File: config.mk
export PLATFORM = sky130hd
export DESIGN_NAME = pipe_stage_ctrl
export DESIGN_NICKNAME = d
export VERILOG_FILES = /design/src/rtl/pipe_ctrl_pkg.sv /design/src/rtl/multi_seq.sv /design/src/rtl/pipe_stage_ctrl.sv
export SDC_FILE = /design/constraint.sdc
export NUM_CORES = 1
export LEC_CHECK = 0
export ABC_AREA = 0
export BUFFER_PORTS_ARGS = -buffer_cell sky130_fd_sc_hd__buf_2
export CAP_MARGIN = 10
export CORE_MARGIN = 1
export CORE_UTILIZATION = 50
export CTS_BUF_LIST = sky130_fd_sc_hd__clkbuf_8
export CTS_CLUSTER_SIZE = 16
export DETAILED_ROUTE_END_ITERATION = 10
export PLACE_DENSITY_LB_ADDON = 0.3
export SETUP_SLACK_MARGIN = 0.05
export SYNTH_ARGS = -nofsm -noshare
export SYNTH_HDL_FRONTEND = slang
export SYNTH_SLANG_ARGS = --single-unit
File: constraint.sdc
create_clock -name clk -period 7.1 [get_ports clk]
set_input_delay 2.13 -clock clk [delete_from_list [all_inputs] [get_ports clk]]
set_output_delay 2.13 -clock clk [all_outputs]
set_load 0.02 [all_outputs]
File: src/rtl/pipe_ctrl_pkg.sv
// Shared types and constants for the pipeline stage controller.
package pipe_ctrl_pkg;

  localparam int unsigned NREG   = 5;
  localparam int unsigned CNT_W  = 4;
  localparam int unsigned PERF_W = 16;
  localparam int unsigned IDX_W  = 3;

  // Inter-stage register indices
  localparam int unsigned R_IFID  = 0;
  localparam int unsigned R_IDRR  = 1;
  localparam int unsigned R_RREX  = 2;
  localparam int unsigned R_EXMEM = 3;
  localparam int unsigned R_MEMWB = 4;

  // Branch redirect squashes IF/ID, ID/RR, RR/EX; load-use inserts a bubble at RR/EX
  localparam logic [NREG-1:0] FLUSH_BR = 5'b00111;
  localparam logic [NREG-1:0] FLUSH_LU = 5'b00100;

  // Largest legal LM/SM register count
  localparam logic [CNT_W-1:0] MULTI_MAX = CNT_W'(8);

  typedef enum logic {
    RUN   = 1'b0,
    MULTI = 1'b1
  } state_t;

  // Clamp an LM/SM count to the legal range
  function automatic logic [CNT_W-1:0] sat_cnt(input logic [CNT_W-1:0] c);
    return (c > MULTI_MAX) ? MULTI_MAX : c;
  endfunction

endpackage

File: src/rtl/multi_seq.sv
// LM/SM micro-op sequencer: remaining-count down-counter and micro-op index.
module multi_seq
  import pipe_ctrl_pkg::*;
(
  input  logic             clk,
  input  logic             rst,
  input  logic             clear,
  input  logic             load,
  input  logic [CNT_W-1:0] load_val,
  input  logic             step,
  output logic [CNT_W-1:0] count,
  output logic [IDX_W-1:0] idx
);

  // Load starts after micro-op 0 has issued, so index begins at 1; no control means hold
  always_ff @(posedge clk or negedge rst) begin
    if (!rst) begin
      count <= '0;
      idx   <= '0;
    end else if (clear) begin
      count <= '0;
      idx   <= '0;
    end else if (load) begin
      count <= CNT_W'(load_val - CNT_W'(1));
      idx   <= IDX_W'(1);
    end else if (step) begin
      count <= CNT_W'(count - CNT_W'(1));
      idx   <= IDX_W'(idx + IDX_W'(1));
    end
  end

endmodule

File: src/rtl/pipe_stage_ctrl.sv
// Pipeline sequencing controller: merges memory freeze, branch redirect,
// load-use bubble and LM/SM multi-cycle issue into one control vector.
// Optional performance counters enabled by macro PIPE_STAGE_CTRL_PERF_EN.
module pipe_stage_ctrl
  import pipe_ctrl_pkg::*;
(
  input  logic             clk,
  input  logic             rst,
  input  logic             mem_busy,
  input  logic             br_flush,
  input  logic             ld_use_haz,
  input  logic             multi_req,
  input  logic [CNT_W-1:0] multi_cnt,
  output logic             pc_we,
  output logic [NREG-1:0]  stage_en,
  output logic [NREG-1:0]  stage_flush,
  output logic [IDX_W-1:0] multi_idx,
  output logic             multi_busy
`ifdef PIPE_STAGE_CTRL_PERF_EN
  ,
  output logic [PERF_W-1:0] stall_cycles,
  output logic [PERF_W-1:0] flush_events
`endif
);

  state_t           state, nxt_state;
  logic             seq_clear, seq_load, seq_step;
  logic [CNT_W-1:0] count;
  logic [CNT_W-1:0] cnt_sat;

  assign cnt_sat    = sat_cnt(multi_cnt);
  assign multi_busy = (state == MULTI);

  multi_seq u_multi_seq (
    .clk      (clk),
    .rst      (rst),
    .clear    (seq_clear),
    .load     (seq_load),
    .load_val (cnt_sat),
    .step     (seq_step),
    .count    (count),
    .idx      (multi_idx)
  );

  // State register
  always_ff @(posedge clk or negedge rst) begin
    if (!rst) state <= RUN;
    else      state <= nxt_state;
  end

  // Priority resolution: mem_busy > br_flush > ld_use_haz > multi issue
  always_comb begin
    nxt_state   = state;
    pc_we       = 1'b1;
    stage_en    = '1;
    stage_flush = '0;
    seq_clear   = 1'b0;
    seq_load    = 1'b0;
    seq_step    = 1'b0;
    if (mem_busy) begin
      pc_we    = 1'b0;
      stage_en = '0;
    end else if (br_flush) begin
      stage_flush = FLUSH_BR;
      nxt_state   = RUN;
      seq_clear   = 1'b1;
    end else if (ld_use_haz) begin
      pc_we            = 1'b0;
      stage_en[R_IFID] = 1'b0;
      stage_en[R_IDRR] = 1'b0;
      stage_flush      = FLUSH_LU;
    end else if (state == MULTI) begin
      if (count > CNT_W'(1)) begin
        pc_we            = 1'b0;
        stage_en[R_IFID] = 1'b0;
        seq_step         = 1'b1;
      end else begin
        nxt_state = RUN;
        seq_clear = 1'b1;
      end
    end else if (multi_req && (cnt_sat >= CNT_W'(2))) begin
      pc_we            = 1'b0;
      stage_en[R_IFID] = 1'b0;
      nxt_state        = MULTI;
      seq_load         = 1'b1;
    end
    // Reset forces a safe control vector straight through to the outputs
    if (!rst) begin
      pc_we       = 1'b0;
      stage_en    = '0;
      stage_flush = '1;
    end
  end

`ifdef PIPE_STAGE_CTRL_PERF_EN
  // Stall-cycle and redirect-event counters, wrapping
  always_ff @(posedge clk or negedge rst) begin
    if (!rst) begin
      stall_cycles <= '0;
      flush_events <= '0;
    end else begin
      if (!pc_we)
        stall_cycles <= PERF_W'(stall_cycles + PERF_W'(1));
      if (br_flush && !mem_busy)
        flush_events <= PERF_W'(flush_events + PERF_W'(1));
    end
  end
`endif

endmodule

==> impl_metrics.env <==
export IMPL_grt_pass1_wl_mm=2.132
export IMPL_peakVddDrop_mv=0.1108
export IMPL_crit_path_cell_trace="buf_2, nor2b_1, inv_1, ha_1, or4_4, nand3b_4, nand2_1, a21boi_0, buf_2"
export IMPL_antennaDiodeCount=0
export IMPL_critPathRequiredTime_ns=4.97
export IMPL_antenna_found_initial=0
export IMPL_wl_mm=1.437
export IMPL_finalHoldViolations=0
export IMPL_cts_htree_levels=1
export IMPL_ant_nets=0
export IMPL_path_clk_slew_ns=0.04
export IMPL_grt_usage_pct=21.05
export IMPL_synth_distinct_cells=32
export IMPL_numCtsBuffers=3
export IMPL_netlist_area_sq_um=698.2
export IMPL_die_area_sq_um=1550
export IMPL_drive_above_1_share_pct=30.77
export IMPL_dp_cells=116
export IMPL_layout_area_overhead_vs_synth_pct=20.43
export IMPL_final_util_pct=64.62
export IMPL_cts_resized=0
export IMPL_worstMarginPinSlew_ns=0.6413
export IMPL_setup_violations=0
export IMPL_arrival_ns=3.92
export IMPL_post_cts_buffers=0
export IMPL_clock_fmax_mhz=165.4
export IMPL_final_setup_worst_slack_ns=1.052
export IMPL_p_sw_uw=48.34
export IMPL_power_leakage_nw=0.4207
export IMPL_maxSlewViolCount=0
export IMPL_path_class="input pin to primary output"
export IMPL_cp_depth=9
export IMPL_drtPass1Iterations=4
export IMPL_drt_iter0_drc=14
export IMPL_grt_pass1_vias=505
export IMPL_p_clk_share_pct=34.6
export IMPL_hold_depth=1
export IMPL_comb_power_share_pct=30.7
export IMPL_slowest_stage="or4_4"
export IMPL_cts_tree="built"
export IMPL_pwr_share_seq_pct=34.7
export IMPL_critPathMostFrequentCell="buf_2"
export IMPL_cts_sinks=8
export IMPL_hold_buffers=0
export IMPL_synth_fp_nets=97
export IMPL_initial_core_util_pct=53.65
export IMPL_viasPerCell=5.479
export IMPL_finalNonFillerCells=119
export IMPL_clock_skew_ns=0.004466
export IMPL_clk_latency_ns=0.23
export IMPL_ys_seq_elements=8
export IMPL_period_share_pct=85.18
export IMPL_dp_hpwl_mm=1.194
export IMPL_p_int_uw=104.8
export IMPL_power_switching_share_pct=31.56
export IMPL_drc=0
export IMPL_worstHoldPathType="flop to flop"
export IMPL_yosysWarnings=0
export IMPL_min_period_ns=6.048
export IMPL_die_w_um=39.37
export IMPL_vias=652
export IMPL_syn_inst=82
export IMPL_dp_slack_ns=1.078
export IMPL_final_area_sq_um=840.8
export IMPL_power_uw=153.2
export IMPL_clockRootBuffer="clkbuf_8"
export IMPL_synth_seq_area_share_pct=28.67
export IMPL_crit_fanout=7
export IMPL_routedWlPerCell_um=12.08
export IMPL_die_height_um=39.37
export IMPL_maxCapViolations=0
export IMPL_ioPinCount=25
export IMPL_n_fill_cell=123
export IMPL_finalSetupTns_ns=0
export IMPL_dpl_instance_area_sq_um=799.5
export IMPL_rsz0062_at_grt="false"
export IMPL_overflow=0
export IMPL_nNetsFinal=121
export IMPL_ff2ff_path_depth=7
export IMPL_synth_avg_cell_area_sq_um=8.514
export IMPL_num_rows=13
export IMPL_critical_path_top_delay_family="simple AND/OR/NAND/NOR gates"
export IMPL_critPathLaunchType="input pin"
export IMPL_p_per_area_nw_per_um2=182.2
export IMPL_end_kind="primary output"
export IMPL_fin_hold_ws_ns=0.5102
export IMPL_slew_headroom_pct=56.88
export IMPL_port_buffers=24
export IMPL_status="finished, final reports clean"
export IMPL_path_buf_inv=3
export IMPL_place_gp_congestion=0.8404
export IMPL_slowest_delay_ns=0.53
export IMPL_clk_path_buf_depth=2
export IMPL_grt_max_degree=12
export IMPL_core_sq_um=1301
-- cells by family after synthesis --
kind of cell / share of synthesized area (%)
DFF: 28.67
buffers and inverters: 9.141
AOI/OAI and AO/OA: 23.12
and+or+nand+nor: 26.34
xor gates and xnor gates: 3.764
adders and majority gates: 8.961
-- layer usage --
metal  part of all wire (%)  vias up  global-route usage [%]
li1                       -      331                       -
met1                     47      304                   25.00
met2                     49       15                   35.00
met3                    3.3        2                   5.114
met4                   0.84        0                   10.34
met5                      0        -                       0
-- cells in the mapped netlist, drive strengths merged --
master / instances / area share, %
nor2b: 3 / 2.7
o31ai: 2 / 4.1
o2111a: 1 / 1.6
or3: 1 / 1.6
o22ai: 3 / 2.7
a211oi: 2 / 2.1
nand2: 11 / 5.9
a21boi: 1 / 1.1
nor2: 9 / 4.8
xor2: 1 / 1.3
a32o: 1 / 1.4
ha: 5 / 9.0
nand3b: 1 / 2.9
nand3: 1 / 0.72
or4: 2 / 2.7
a2bb2oi: 1 / 1.3
and3: 1 / 0.90
a22oi: 1 / 1.1
nor3: 2 / 1.4
inv: 7 / 3.8
o21ai: 4 / 2.9
a21oi: 2 / 2.0
nand2b: 3 / 2.7
a22o: 1 / 1.3
dfrtp: 8 / 29
buf: 5 / 5.4
xnor2: 2 / 2.5
o41a: 1 / 1.6
-- layout by cell type (no fill, tap or decap) --
cell type  instances
a22o_1             1
o22ai_1            3
dfrtp_1            8
a211oi_1           2
nand2b_1           3
o31ai_1            1
o31ai_4            1
o41a_1             1
a21oi_2            1
inv_1              7
and3_1             1
nor2_1             9
or4_1              1
buf_2             24
a22oi_1            1
a21boi_0           1
or4_4              1
clkbuf_8           3
a32o_1             1
ha_1               5
or3_4              1
xnor2_1            2
nand3_1            1
a2bb2oi_1          1
nor3_1             2
nand3b_4           1
nand2_1           11
o21ai_0            2
nor2b_1            3
xor2_1             1
a21oi_1            1
o21ai_1            2
o2111a_1           1
-- registers in the layout, summed over array words and instances (netlist names) --
name               count
u_multi_seq.idx        3
multi_busy             1
u_multi_seq.count      4
-- cell type report --
cell class / count / area, sq um / area share, %
well taps: 15 / 18.77 / 2.232
multi-input cells: 62 / 434.2 / 51.64
repair buffers: 24 / 120.1 / 14.29
flip-flops and latches: 8 / 200.2 / 23.81
clock buffers: 3 / 41.29 / 4.911
inverters: 7 / 26.28 / 3.125
-- path summary, 6_finish.rpt --
| kind | from | to | slack [ns] |
|---|---|---|---|
| max | multi_cnt[3] | pc_we | 1.05 |
| min | u_multi_seq.idx[0] | u_multi_seq.idx[0] | 0.51 |
| max reg2reg | u_multi_seq.count[0] | u_multi_seq.count[1] | 5.24 |
| min reg2reg | u_multi_seq.idx[0] | u_multi_seq.idx[0] | 0.51 |
| max in group asynchronous | rst | u_multi_seq.count[3] | 5.15 |
| min in group asynchronous | rst | multi_busy | 1.75 |
-- power groups by stage --
stage,clock network [mW],logic (mW),registers (mW)
2_1_floorplan,0,0.0329,0.0546
3_3_place_gp,0,0.0468,0.0536
3_5_place_dp,0,0.0470,0.0536
4_1_cts,0.0550,0.0472,0.0530
5_1_grt,0.0577,0.0520,0.0537
6_report,0.0530,0.0470,0.0531
Note: power is estimated with default switching activity, not from simulation.
